--- src/rtl/bp_me_stream_arb_out_pkg.sv ---
// Shared types for the outbound BedRock stream arbiter.
package bp_me_stream_arb_out_pkg;

    typedef enum logic {
        e_idle   = 1'b0,
        e_locked = 1'b1
    } bp_me_stream_arb_state_e;

endpackage

--- src/rtl/bp_me_stream_arb_out_if.sv ---
// Request-side and link-side stream signals of the arbiter.
// master is the arbiter's view; slave is the requesters/downstream view.
interface bp_me_stream_arb_out_if
    import bp_me_stream_arb_out_pkg::*;
#(
    parameter int num_req_p           = 2,
    parameter int header_width_p      = 128,
    parameter int stream_data_width_p = 64
);

    logic [num_req_p*header_width_p-1:0]      req_header_i;
    logic [num_req_p*stream_data_width_p-1:0] req_data_i;
    logic [num_req_p-1:0]                     req_v_i;
    logic [num_req_p-1:0]                     req_last_i;
    logic [num_req_p-1:0]                     req_ready_and_o;
    logic [header_width_p-1:0]                msg_header_o;
    logic [stream_data_width_p-1:0]           msg_data_o;
    logic                                     msg_v_o;
    logic                                     msg_last_o;
    logic                                     msg_ready_and_i;

    modport master (
        input  req_header_i, req_data_i, req_v_i, req_last_i, msg_ready_and_i,
        output req_ready_and_o, msg_header_o, msg_data_o, msg_v_o, msg_last_o
    );

    modport slave (
        output req_header_i, req_data_i, req_v_i, req_last_i, msg_ready_and_i,
        input  req_ready_and_o, msg_header_o, msg_data_o, msg_v_o, msg_last_o
    );

endinterface

--- src/rtl/bp_me_stream_arb_out_rr_sel.sv ---
// Rotating priority encoder: first valid index at or above ptr_i, wrapping.
module bp_me_stream_rr_sel #(
    parameter  int num_req_p = 2,
    localparam int lg_req_lp = $clog2(num_req_p)
) (
    input  logic [num_req_p-1:0] v_i,
    input  logic [lg_req_lp-1:0] ptr_i,
    output logic [lg_req_lp-1:0] sel_o,
    output logic                 any_v_o
);

    logic [lg_req_lp:0] idx;

    // Scan from the farthest offset down so the nearest valid wins last.
    always_comb begin
        sel_o = '0;
        idx   = '0;
        for (int k = num_req_p - 1; k >= 0; k--) begin
            idx = {1'b0, ptr_i} + (lg_req_lp + 1)'(k);
            if (idx >= (lg_req_lp + 1)'(num_req_p))
                idx = idx - (lg_req_lp + 1)'(num_req_p);
            if (v_i[idx[lg_req_lp-1:0]])
                sel_o = idx[lg_req_lp-1:0];
        end
        any_v_o = |v_i;
    end

endmodule

--- src/rtl/bp_me_stream_arb_out.sv ---
// Round-robin arbiter sharing one outbound stream link; each message is
// granted atomically from its first accepted beat through its last.
module bp_me_stream_arb_out
    import bp_me_stream_arb_out_pkg::*;
#(
    parameter  int num_req_p           = 2,
    parameter  int header_width_p      = 128,
    parameter  int stream_data_width_p = 64,
    parameter  int hold_on_valid_p     = 0,
    localparam int lg_req_lp           = $clog2(num_req_p)
) (
    input  logic                        clk_i,
    input  logic                        reset_i,
    bp_me_stream_arb_out_if.master      link,
    output logic [lg_req_lp-1:0]        grant_o,
    output logic                        lock_o
);

    bp_me_stream_arb_state_e state_q;
    logic [lg_req_lp-1:0]    grant_q;
    logic [lg_req_lp-1:0]    ptr_q;
    logic [lg_req_lp-1:0]    ptr_d;
    logic [lg_req_lp-1:0]    sel;
    logic                    any_v;
    logic [lg_req_lp-1:0]    route_idx;
    logic [num_req_p-1:0]    route_oh;
    logic                    sel_v;
    logic                    xfer;
    logic                    msg_done;

    bp_me_stream_rr_sel #(.num_req_p(num_req_p)) rr_sel (
        .v_i     (link.req_v_i),
        .ptr_i   (ptr_q),
        .sel_o   (sel),
        .any_v_o (any_v)
    );

    always_comb begin
        route_idx = (state_q == e_locked) ? grant_q : sel;
        route_oh  = '0;
        route_oh[route_idx] = 1'b1;

        link.msg_header_o = '0;
        link.msg_data_o   = '0;
        link.msg_last_o   = 1'b0;
        for (int i = 0; i < num_req_p; i++) begin
            link.msg_header_o |= link.req_header_i[i*header_width_p +: header_width_p]
                                 & {header_width_p{route_oh[i]}};
            link.msg_data_o   |= link.req_data_i[i*stream_data_width_p +: stream_data_width_p]
                                 & {stream_data_width_p{route_oh[i]}};
            link.msg_last_o   |= link.req_last_i[i] & route_oh[i];
        end

        sel_v                = (state_q == e_locked) ? link.req_v_i[grant_q] : any_v;
        link.msg_v_o         = sel_v & ~reset_i;
        link.req_ready_and_o = reset_i ? '0 : (route_oh & {num_req_p{link.msg_ready_and_i}});
        grant_o              = reset_i ? '0 : route_idx;
        lock_o               = ~reset_i & (state_q == e_locked);

        xfer     = link.msg_v_o & link.msg_ready_and_i;
        msg_done = xfer & link.msg_last_o;
        // Explicit wrap compare keeps non-power-of-two counts in range.
        ptr_d    = (route_idx == lg_req_lp'(num_req_p - 1)) ? '0 : route_idx + lg_req_lp'(1);
    end

    always_ff @(posedge clk_i or posedge reset_i) begin
        if (reset_i) begin
            state_q <= e_idle;
            grant_q <= '0;
            ptr_q   <= '0;
        end else begin
            case (state_q)
                e_idle: begin
                    if (xfer) begin
                        if (link.msg_last_o) begin
                            ptr_q <= ptr_d;
                        end else begin
                            state_q <= e_locked;
                            grant_q <= sel;
                        end
                    end
                end
                e_locked: begin
                    if (msg_done) begin
                        state_q <= e_idle;
                        ptr_q   <= ptr_d;
                    end
                end
                default: state_q <= e_idle;
            endcase
        end
    end

    a_hdr_stable: assert property (@(posedge clk_i) disable iff (reset_i)
        (state_q == e_locked && !msg_done) |=> $stable(link.msg_header_o));

    a_ptr_hold: assert property (@(posedge clk_i) disable iff (reset_i)
        (hold_on_valid_p != 0 && !msg_done) |=> $stable(ptr_q));

    for (genvar g = 0; g < num_req_p; g++) begin : g_v_hold
        a_v_hold: assert property (@(posedge clk_i) disable iff (reset_i)
            (link.req_v_i[g] && !link.req_ready_and_o[g]) |=> link.req_v_i[g]);
    end

endmodule

--- src/flat_wrapper.sv ---
// flat-port wrapper written by rule: the top's interface ports become plain ports
module bp_me_stream_arb_out_flat import bp_me_stream_arb_out_pkg::*;
#(
    parameter  int num_req_p           = 2,
    parameter  int header_width_p      = 128,
    parameter  int stream_data_width_p = 64,
    parameter  int hold_on_valid_p     = 0,
    localparam int lg_req_lp           = $clog2(num_req_p)
)
  (clk_i, reset_i, grant_o, lock_o, link_req_header_i, link_req_data_i, link_req_v_i, link_req_last_i, link_msg_ready_and_i, link_req_ready_and_o, link_msg_header_o, link_msg_data_o, link_msg_v_o, link_msg_last_o);
  bp_me_stream_arb_out_if #(.num_req_p(num_req_p), .header_width_p(header_width_p), .stream_data_width_p(stream_data_width_p)) link_i ();
  input  logic clk_i;
  input  logic reset_i;
  output logic [lg_req_lp-1:0] grant_o;
  output logic lock_o;
  input wire logic [$bits(link_i.req_header_i)-1:0] link_req_header_i;
  input wire logic [$bits(link_i.req_data_i)-1:0] link_req_data_i;
  input wire logic [$bits(link_i.req_v_i)-1:0] link_req_v_i;
  input wire logic [$bits(link_i.req_last_i)-1:0] link_req_last_i;
  input wire logic [$bits(link_i.msg_ready_and_i)-1:0] link_msg_ready_and_i;
  output wire logic [$bits(link_i.req_ready_and_o)-1:0] link_req_ready_and_o;
  output wire logic [$bits(link_i.msg_header_o)-1:0] link_msg_header_o;
  output wire logic [$bits(link_i.msg_data_o)-1:0] link_msg_data_o;
  output wire logic [$bits(link_i.msg_v_o)-1:0] link_msg_v_o;
  output wire logic [$bits(link_i.msg_last_o)-1:0] link_msg_last_o;
  assign link_i.req_header_i = link_req_header_i;
  assign link_i.req_data_i = link_req_data_i;
  assign link_i.req_v_i = link_req_v_i;
  assign link_i.req_last_i = link_req_last_i;
  assign link_i.msg_ready_and_i = link_msg_ready_and_i;
  assign link_req_ready_and_o = link_i.req_ready_and_o;
  assign link_msg_header_o = link_i.msg_header_o;
  assign link_msg_data_o = link_i.msg_data_o;
  assign link_msg_v_o = link_i.msg_v_o;
  assign link_msg_last_o = link_i.msg_last_o;
  bp_me_stream_arb_out #(.num_req_p(num_req_p), .header_width_p(header_width_p), .stream_data_width_p(stream_data_width_p), .hold_on_valid_p(hold_on_valid_p)) u_core (.clk_i(clk_i), .reset_i(reset_i), .link(link_i), .grant_o(grant_o), .lock_o(lock_o));
endmodule
--- config.mk ---
export PLATFORM = sky130hd
export DESIGN_NAME = bp_me_stream_arb_out_flat
export DESIGN_NICKNAME = d
export VERILOG_FILES = /design/src/rtl/bp_me_stream_arb_out_pkg.sv /design/src/rtl/bp_me_stream_arb_out_if.sv /design/src/rtl/bp_me_stream_arb_out_rr_sel.sv /design/src/rtl/bp_me_stream_arb_out.sv /design/src/flat_wrapper.sv
export SDC_FILE = /design/constraint.sdc
export NUM_CORES = 1
export LEC_CHECK = 0
export CAP_MARGIN = 20
export CORE_AREA = 4 4 226 228
export CTS_CLUSTER_SIZE = 20
export DETAILED_ROUTE_END_ITERATION = 6
export DIE_AREA = 0 0 230 232
export SLEW_MARGIN = 10
export SYNTH_ARGS = -nofsm -noshare
export SYNTH_HDL_FRONTEND = slang
export SYNTH_HIERARCHICAL = 1
export SYNTH_SLANG_ARGS = --single-unit
export TNS_END_PERCENT = 50
--- constraint.sdc ---
create_clock -name clk_i -period 6.66 [get_ports clk_i]
set_input_delay 1.665 -clock clk_i [delete_from_list [all_inputs] [get_ports clk_i]]
set_output_delay 1.665 -clock clk_i [all_outputs]
set_load 0.02 [all_outputs]
==> impl_metrics.csv, run 1 <==
group,metric,value,unit
route,vias,4539,
layout,nets,1207,
sta,finalCritPeriodShare,88.1,%
logic_synthesis,yosys.area_share.adder,0,%
clock_tree,clock_path_buffers,2,
clock_tree,cts_tree,"done",
clock_tree,post_cts_buffers,0,
global_routing,antenna_found_initial,28,
route,drt-vias-per-instance,3.06,
logic_synthesis,synthCells,239,
route,drtPass1Iterations,4,
logic_synthesis,synth-xor-area-share,0,%
logic_synthesis,ys_types,17,
clock_tree,ctsResizeCount,0,
critical_path,reg2reg_depth,4,
floorplanning,initial_utilization,5.15,%
power_and_ir_drop,pwr_density_cell,286,mW/mm^2
clock_tree,clockRootBuffer,"clkbuf_16",
layout,final_cell_count_no_fill,1482,
critical_path,r2r-end,"u_core/grant_q",
sta,finalHoldViolCount,0,
sta,tightest_slew,0.681,ns
logic_synthesis,synthesis.nets,630,
sta,fin_skew,0.000594,ns
layout,layout_commonest_cell,"clkdlybuf4s50_1",
power_and_ir_drop,fin_total_pwr,2660,uW
sta,max-slew-margin-rel,54.4,%
critical_path,arrival,4.20,ns
floorplanning,io_pins,589,
status,status,"finished clean",
global_routing,grt_start_max_net_pins,82,
critical_path,rr_startpoint,"u_core/state_q",
logic_synthesis,synth_top_family_by_area,"multiplexers",
floorplanning,core_area,0.0488,mm^2
logic_synthesis,synth_compound_area_share,1.79,%
floorplanning,dieArea,0.0534,mm^2
route,wl_per_cell,21.2,um
global_routing,grt_pass1_wl,40300,um
power_and_ir_drop,p_leak,0.00327,uW
power_and_ir_drop,max-vdd-ir-drop,0.176,mV
sta,fmax,171,MHz
floorplanning,dieWidth,230,um
min_path,holdPathEnd,"u_core/grant_q",
critical_path,crit_path_end_kind,"primary output",
layout,final_cell_mix,"clkdlybuf4s50_1 (588), mux2_2 (193)",
clock_tree,cts.clk_slew.worst_paths,0.03,ns
clock_tree,numClockSinks,3,
sta,final_max_slew_viol_count,0,
logic_synthesis,synth_area_per_cell,10.5,um^2
sta,setup_viol,0,
route,remaining_drc_errors,0,
min_path,hold_depth,1,
place,port_buffers,588,
critical_path,path_max_fanout,47,
place,place_hpwl,29000,um
sta,tns,0,ns
route,drtIter0Drc,90,
min_path,hold_path_class,"register to register",
floorplanning,die_h,232,um
global_routing,grt_overflow_total,0,
place,gp_congestion,0.877,
layout,areaGrowthSynthToFinish,269,%
flow_run,max-cap-violations,0,
clock_tree,cts_hold_buf,0,
logic_synthesis,synth_seq_cells,3,
place,place_inst,1475,
global_routing,grt_pass1_vias,5029,
clock_tree,cts_buffers,3,
sta,rsz0062_at_grt,"no",
logic_synthesis,netlist_area,0.00252,mm^2
logic_synthesis,ys_seq_area_share,2.98,%
layout,final_cell_area,0.00929,mm^2
floorplanning,rows,81,
route,ant_nets,0,
route,routed_wl,31400,um
logic_synthesis,yosys.area_share.simple,1.94,%
sta,period_minus_slack,5.86,ns
place,place_area,0.00921,mm^2
global_routing,grt.total_usage,10.8,%
critical_path,required,4.99,ns
clock_tree,clk_latency,0.22,ns
min_path,min_from,"u_core/grant_q",
logic_synthesis,yosysWarnings,6,
layout,drive_gt1_share,25.0,%
critical_path,crit_path_start_kind,"primary input",
clock_tree,htree_num_levels,1,
logic_synthesis,muxShareOfSynthArea,88.5,%
critical_path,reg2reg_slack,4.71,ns
critical_path,crit_path_start,"link_req_v_i[0]",
critical_path,worstSetupPathType,"primary input to primary output",
worst max-delay path, cell delays in order:
cell and delay, ns:
clkdlybuf4s50_1 0.50, a21boi_1 0.11, mux2i_4 0.32, buf_12 0.30, buf_12 0.28, mux2_2 0.39, clkdlybuf4s50_1 0.55
how the worst max path moves through the flow:
| stage | endpoint | slack (ns) |
|---|---|---|
| global route | link_msg_header_o[69] | 0.70 |
| CTS | link_msg_header_o[56] | 0.77 |
| finish | link_msg_header_o[56] | 0.80 |
| global placement | link_msg_header_o[69] | 0.84 |
| floorplan | link_msg_data_o[10] | 2.11 |
| detailed placement | link_msg_header_o[56] | 0.79 |
sequential cells by signal, indices dropped and copies added (netlist names):
signal and count:
u_core/grant_q 1, u_core/state_q 1, u_core/ptr_q 1
cell families (layout without fill, tap and decap cells):
group / Yosys count / in the layout
AO/OA/AOI/OAI: 6 / 6
buffers and inverters: 25 / 601
flip-flops: 3 / 3
multiplexers: 197 / 197
other: 0 / 3
AND/OR/NAND/NOR: 8 / 8
layout make-up:
class | instances | area [um^2]
Clock buffer | 4 | 78.8
Inverter | 3 | 11.3
Tap cell | 664 | 831
Multi-Input combinational cell | 211 | 2320
Sequential cell | 3 | 75.1
Fill cell | 5412 | 39600
Antenna cell | 3 | 7.51
Timing Repair Buffer | 594 | 5970
metal layers:
| layer | vias to the layer above | GRT usage [%] | share of wire (%) |
|---|---|---|---|
| met1 | 1991 | 11.4 | 36 |
| met2 | 413 | 20.8 | 51 |
| met4 | 10 | 0.888 | 1.7 |
| li1 | 2059 | - | - |
| met5 | - | 0 | 0.18 |
| met3 | 66 | 4.32 | 11 |
synth_stat cells:
cell type,count,area (um^2)
mux2_2,193,2170
buf_2,22,110
dfrtp_1,3,75.1
inv_1,3,11.3
nor2_1,3,11.3
a211oi_1,2,15.0
mux2i_1,2,20.0
nor2b_1,2,12.5
a21boi_0,1,7.51
a21boi_1,1,7.51
a21oi_1,1,5.00
and4bb_1,1,12.5
mux2_1,1,11.3
mux2i_4,1,22.5
nand2b_1,1,6.26
o21ba_2,1,10.0
or2_1,1,6.26
power by group:
part / internal [uW] / switching (uW)
sequential: 27.5 / 13.6
clock: 78.9 / 15.9
combinational: 1360 / 1160
total: 1470 / 1190
stage by stage:
| stage | hold slack, ns | worst slack (ns) | utilization [%] |
|---|---|---|---|
| after CTS | 0.613 | 0.772 | 19.0 |
| after global routing | 0.657 | 0.700 | 19.0 |
| final | 0.607 | 0.796 | 19.0 |
| after global placement | 0.598 | 0.840 | 18.8 |
| after floorplan | 0.558 | 2.11 | - |
| after detailed placement | 0.606 | 0.785 | 18.8 |
Power figures use the tool's default switching activity.
==> run 2: changes to the inputs <==
--- a/config.mk
+++ b/config.mk
@@ -6,10 +6,14 @@
 export NUM_CORES = 1
 export LEC_CHECK = 0
 export CAP_MARGIN = 20
-export CORE_AREA = 4 4 226 228
+export CELL_PAD_IN_SITES_DETAIL_PLACEMENT = 1
+export CELL_PAD_IN_SITES_GLOBAL_PLACEMENT = 1
+export CORE_AREA = 4 4 225 227
 export CTS_CLUSTER_SIZE = 20
 export DETAILED_ROUTE_END_ITERATION = 6
-export DIE_AREA = 0 0 230 232
+export DIE_AREA = 0 0 229 231
+export GPL_TIMING_DRIVEN = 0
+export PLACE_DENSITY_LB_ADDON = 0.1
 export SLEW_MARGIN = 10
 export SYNTH_ARGS = -nofsm -noshare
 export SYNTH_HDL_FRONTEND = slang
==> constraint.sdc (replaced) <==
create_clock -name clk_i -period 6 [get_ports clk_i]
set_input_delay 1.5 -clock clk_i [delete_from_list [all_inputs] [get_ports clk_i]]
set_output_delay 1.5 -clock clk_i [all_outputs]
set_load 0.02 [all_outputs]
==> impl_metrics.csv, run 2 (synthesized netlist as in run 1, its figures left out) <==
group,metric,value,unit
flow_run,max-cap-violations,0,
critical_path,rr_startpoint,"u_core/state_q",
global_routing,grt.total_usage,10.2,%
sta,tns,0,ns
sta,setup_ws,0.316,ns
status,status,"finished clean",
critical_path,worstSetupPathType,"primary input to primary output",
clock_tree,htree_num_levels,1,
sta,max-slew-margin-rel,67.7,%
route,drt-vias-per-instance,3.10,
clock_tree,clk_latency,0.23,ns
sta,final_max_slew_viol_count,0,
route,routed_wl,29200,um
layout,areaGrowthSynthToFinish,268,%
floorplanning,initial_utilization,5.17,%
floorplanning,io_pins,589,
floorplanning,rows,81,
global_routing,grt_overflow_total,0,
sta,tightest_slew,0.482,ns
critical_path,reg2reg_depth,5,
layout,layout_commonest_cell,"clkdlybuf4s50_1",
clock_tree,post_cts_buffers,0,
sta,period_minus_slack,5.68,ns
global_routing,grt_pass1_vias,5091,
place,place_ws,0.162,ns
clock_tree,cts.clk_slew.worst_paths,0.03,ns
power_and_ir_drop,max-vdd-ir-drop,0.136,mV
floorplanning,dieWidth,229,um
critical_path,required,4.50,ns
route,wl_per_cell,20.0,um
floorplanning,core_area,0.0486,mm^2
route,ant_nets,0,
place,gp_congestion,0.759,
layout,final_cell_mix,"clkdlybuf4s50_1 (588), mux2_2 (193), buf_2 (22)",
critical_path,crit_path_start,"link_req_v_i[0]",
sta,finalHoldViolCount,0,
sta,fmax,176,MHz
route,drtPass1Iterations,4,
critical_path,crit_path_start_kind,"primary input",
place,place_hpwl,26700,um
clock_tree,numClockSinks,3,
clock_tree,cts_hold_buf,0,
floorplanning,dieArea,0.0529,mm^2
route,drtIter0Drc,56,
sta,finalCritPeriodShare,94.7,%
place,port_buffers,588,
floorplanning,die_h,231,um
sta,setup_viol,0,
global_routing,grt_pass1_wl,38900,um
route,remaining_drc_errors,0,
sta,rsz0062_at_grt,"no",
critical_path,arrival,4.18,ns
clock_tree,cts_tree,"done",
layout,nets,1223,
sta,fin_skew,0.00134,ns
layout,drive_gt1_share,26.5,%
critical_path,reg2reg_slack,4.05,ns
critical_path,crit_path_end_kind,"primary output",
power_and_ir_drop,fin_total_pwr,2990,uW
power_and_ir_drop,p_leak,0.00330,uW
global_routing,antenna_found_initial,2,
route,vias,4514,
global_routing,grt_start_max_net_pins,11,
power_and_ir_drop,pwr_density_cell,323,mW/mm^2
critical_path,setup.worst_path.end,"link_msg_header_o[85]",
critical_path,r2r-end,"u_core/grant_q",
min_path,hold_path_class,"register to register",
layout,top_regs,"u_core/grant_q x1, u_core/ptr_q x1, u_core/state_q x1",
clock_tree,clock_path_buffers,2,
critical_path,path_max_fanout,10,
clock_tree,clockRootBuffer,"clkbuf_16",
clock_tree,cts_buffers,3,
clock_tree,ctsResizeCount,0,
run 2: cell types whose count changed in the layout (fill, tap and decap cells not counted):
cell,change
diode_2,-1
buf_12,-3
buf_2,+22
buf_4,-3
run 2: worst max-delay path, cell delays in order:
cell and delay, ns:
clkdlybuf4s50_1 0.51, a21boi_1 0.12, mux2i_4 0.34, buf_2 0.35, buf_2 0.39, mux2_2 0.41, clkdlybuf4s50_1 0.56
run 2: cell type report:
cell class,instances,area (um^2)
Sequential cell,3,75.1
Tap cell,622,778
Inverter,3,11.3
Timing Repair Buffer,588,5890
Antenna cell,2,5.00
Clock buffer,4,78.8
Multi-Input combinational cell,211,2320
Buffer,22,110
Fill cell,5609,39400
run 2: how the worst min path moves through the flow:
stage	from	to	slack, ns	cells past startpoint
floorplan	u_core/grant_q	u_core/grant_q	0.56	1
global placement	u_core/grant_q	u_core/grant_q	0.59	1
detailed placement	u_core/grant_q	u_core/grant_q	0.60	1
CTS	u_core/grant_q	u_core/grant_q	0.60	1
global route	u_core/grant_q	u_core/grant_q	0.62	1
finish	u_core/grant_q	u_core/grant_q	0.60	1
run 2: per-stage QoR:
| stage | cells | utilization [%] | hold slack (ns) | area (um^2) |
|---|---|---|---|---|
| 2_1_floorplan | 239 | - | 0.558 | 2520 |
| 3_3_place_gp | 1449 | 18.9 | 0.590 | 9180 |
| 4_1_cts | 1453 | 19.0 | 0.605 | 9260 |
| 5_1_grt | 1455 | 19.0 | 0.618 | 9270 |
| 3_5_place_dp | 1449 | 18.9 | 0.599 | 9180 |
| 6_report | 1455 | 19.0 | 0.600 | 9270 |
run 2: power by group:
group | switching, uW | internal [uW] | leakage, uW
Sequential | 8.19 | 30.5 | 0.0000375
Combinational | 1340 | 1510 | 0.00322
Clock | 19.8 | 87.8 | 0.0000382
run 2: metal layers:
layer  vias to the layer above  track usage [%]  wire length (um)
met3                         6             4.43              3140
met2                       344             20.8             16400
li1                       2094                -                 -
met5                         -                0                 0
met1                      2070             9.34              9450
met4                         0             1.43               141
==> run 3: changes to the inputs <==
==> constraint.sdc (replaced) <==
create_clock -name clk_i -period 6.6 [get_ports clk_i]
set_input_delay 1.65 -clock clk_i [delete_from_list [all_inputs] [get_ports clk_i]]
set_output_delay 1.65 -clock clk_i [all_outputs]
set_load 0.02 [all_outputs]
==> results of run 3 <==
Same layout as run 2 (identical final DEF). Status: finished clean.
Among the figures that moved: setup slack after placement 0.162 ns -> 0.462 ns; setup slack after layout 0.316 ns -> 0.616 ns; register-to-register setup slack 4.05 ns -> 4.65 ns; total power 2990 uW -> 2720 uW; worst IR drop on VDD 0.136 mV -> 0.124 mV
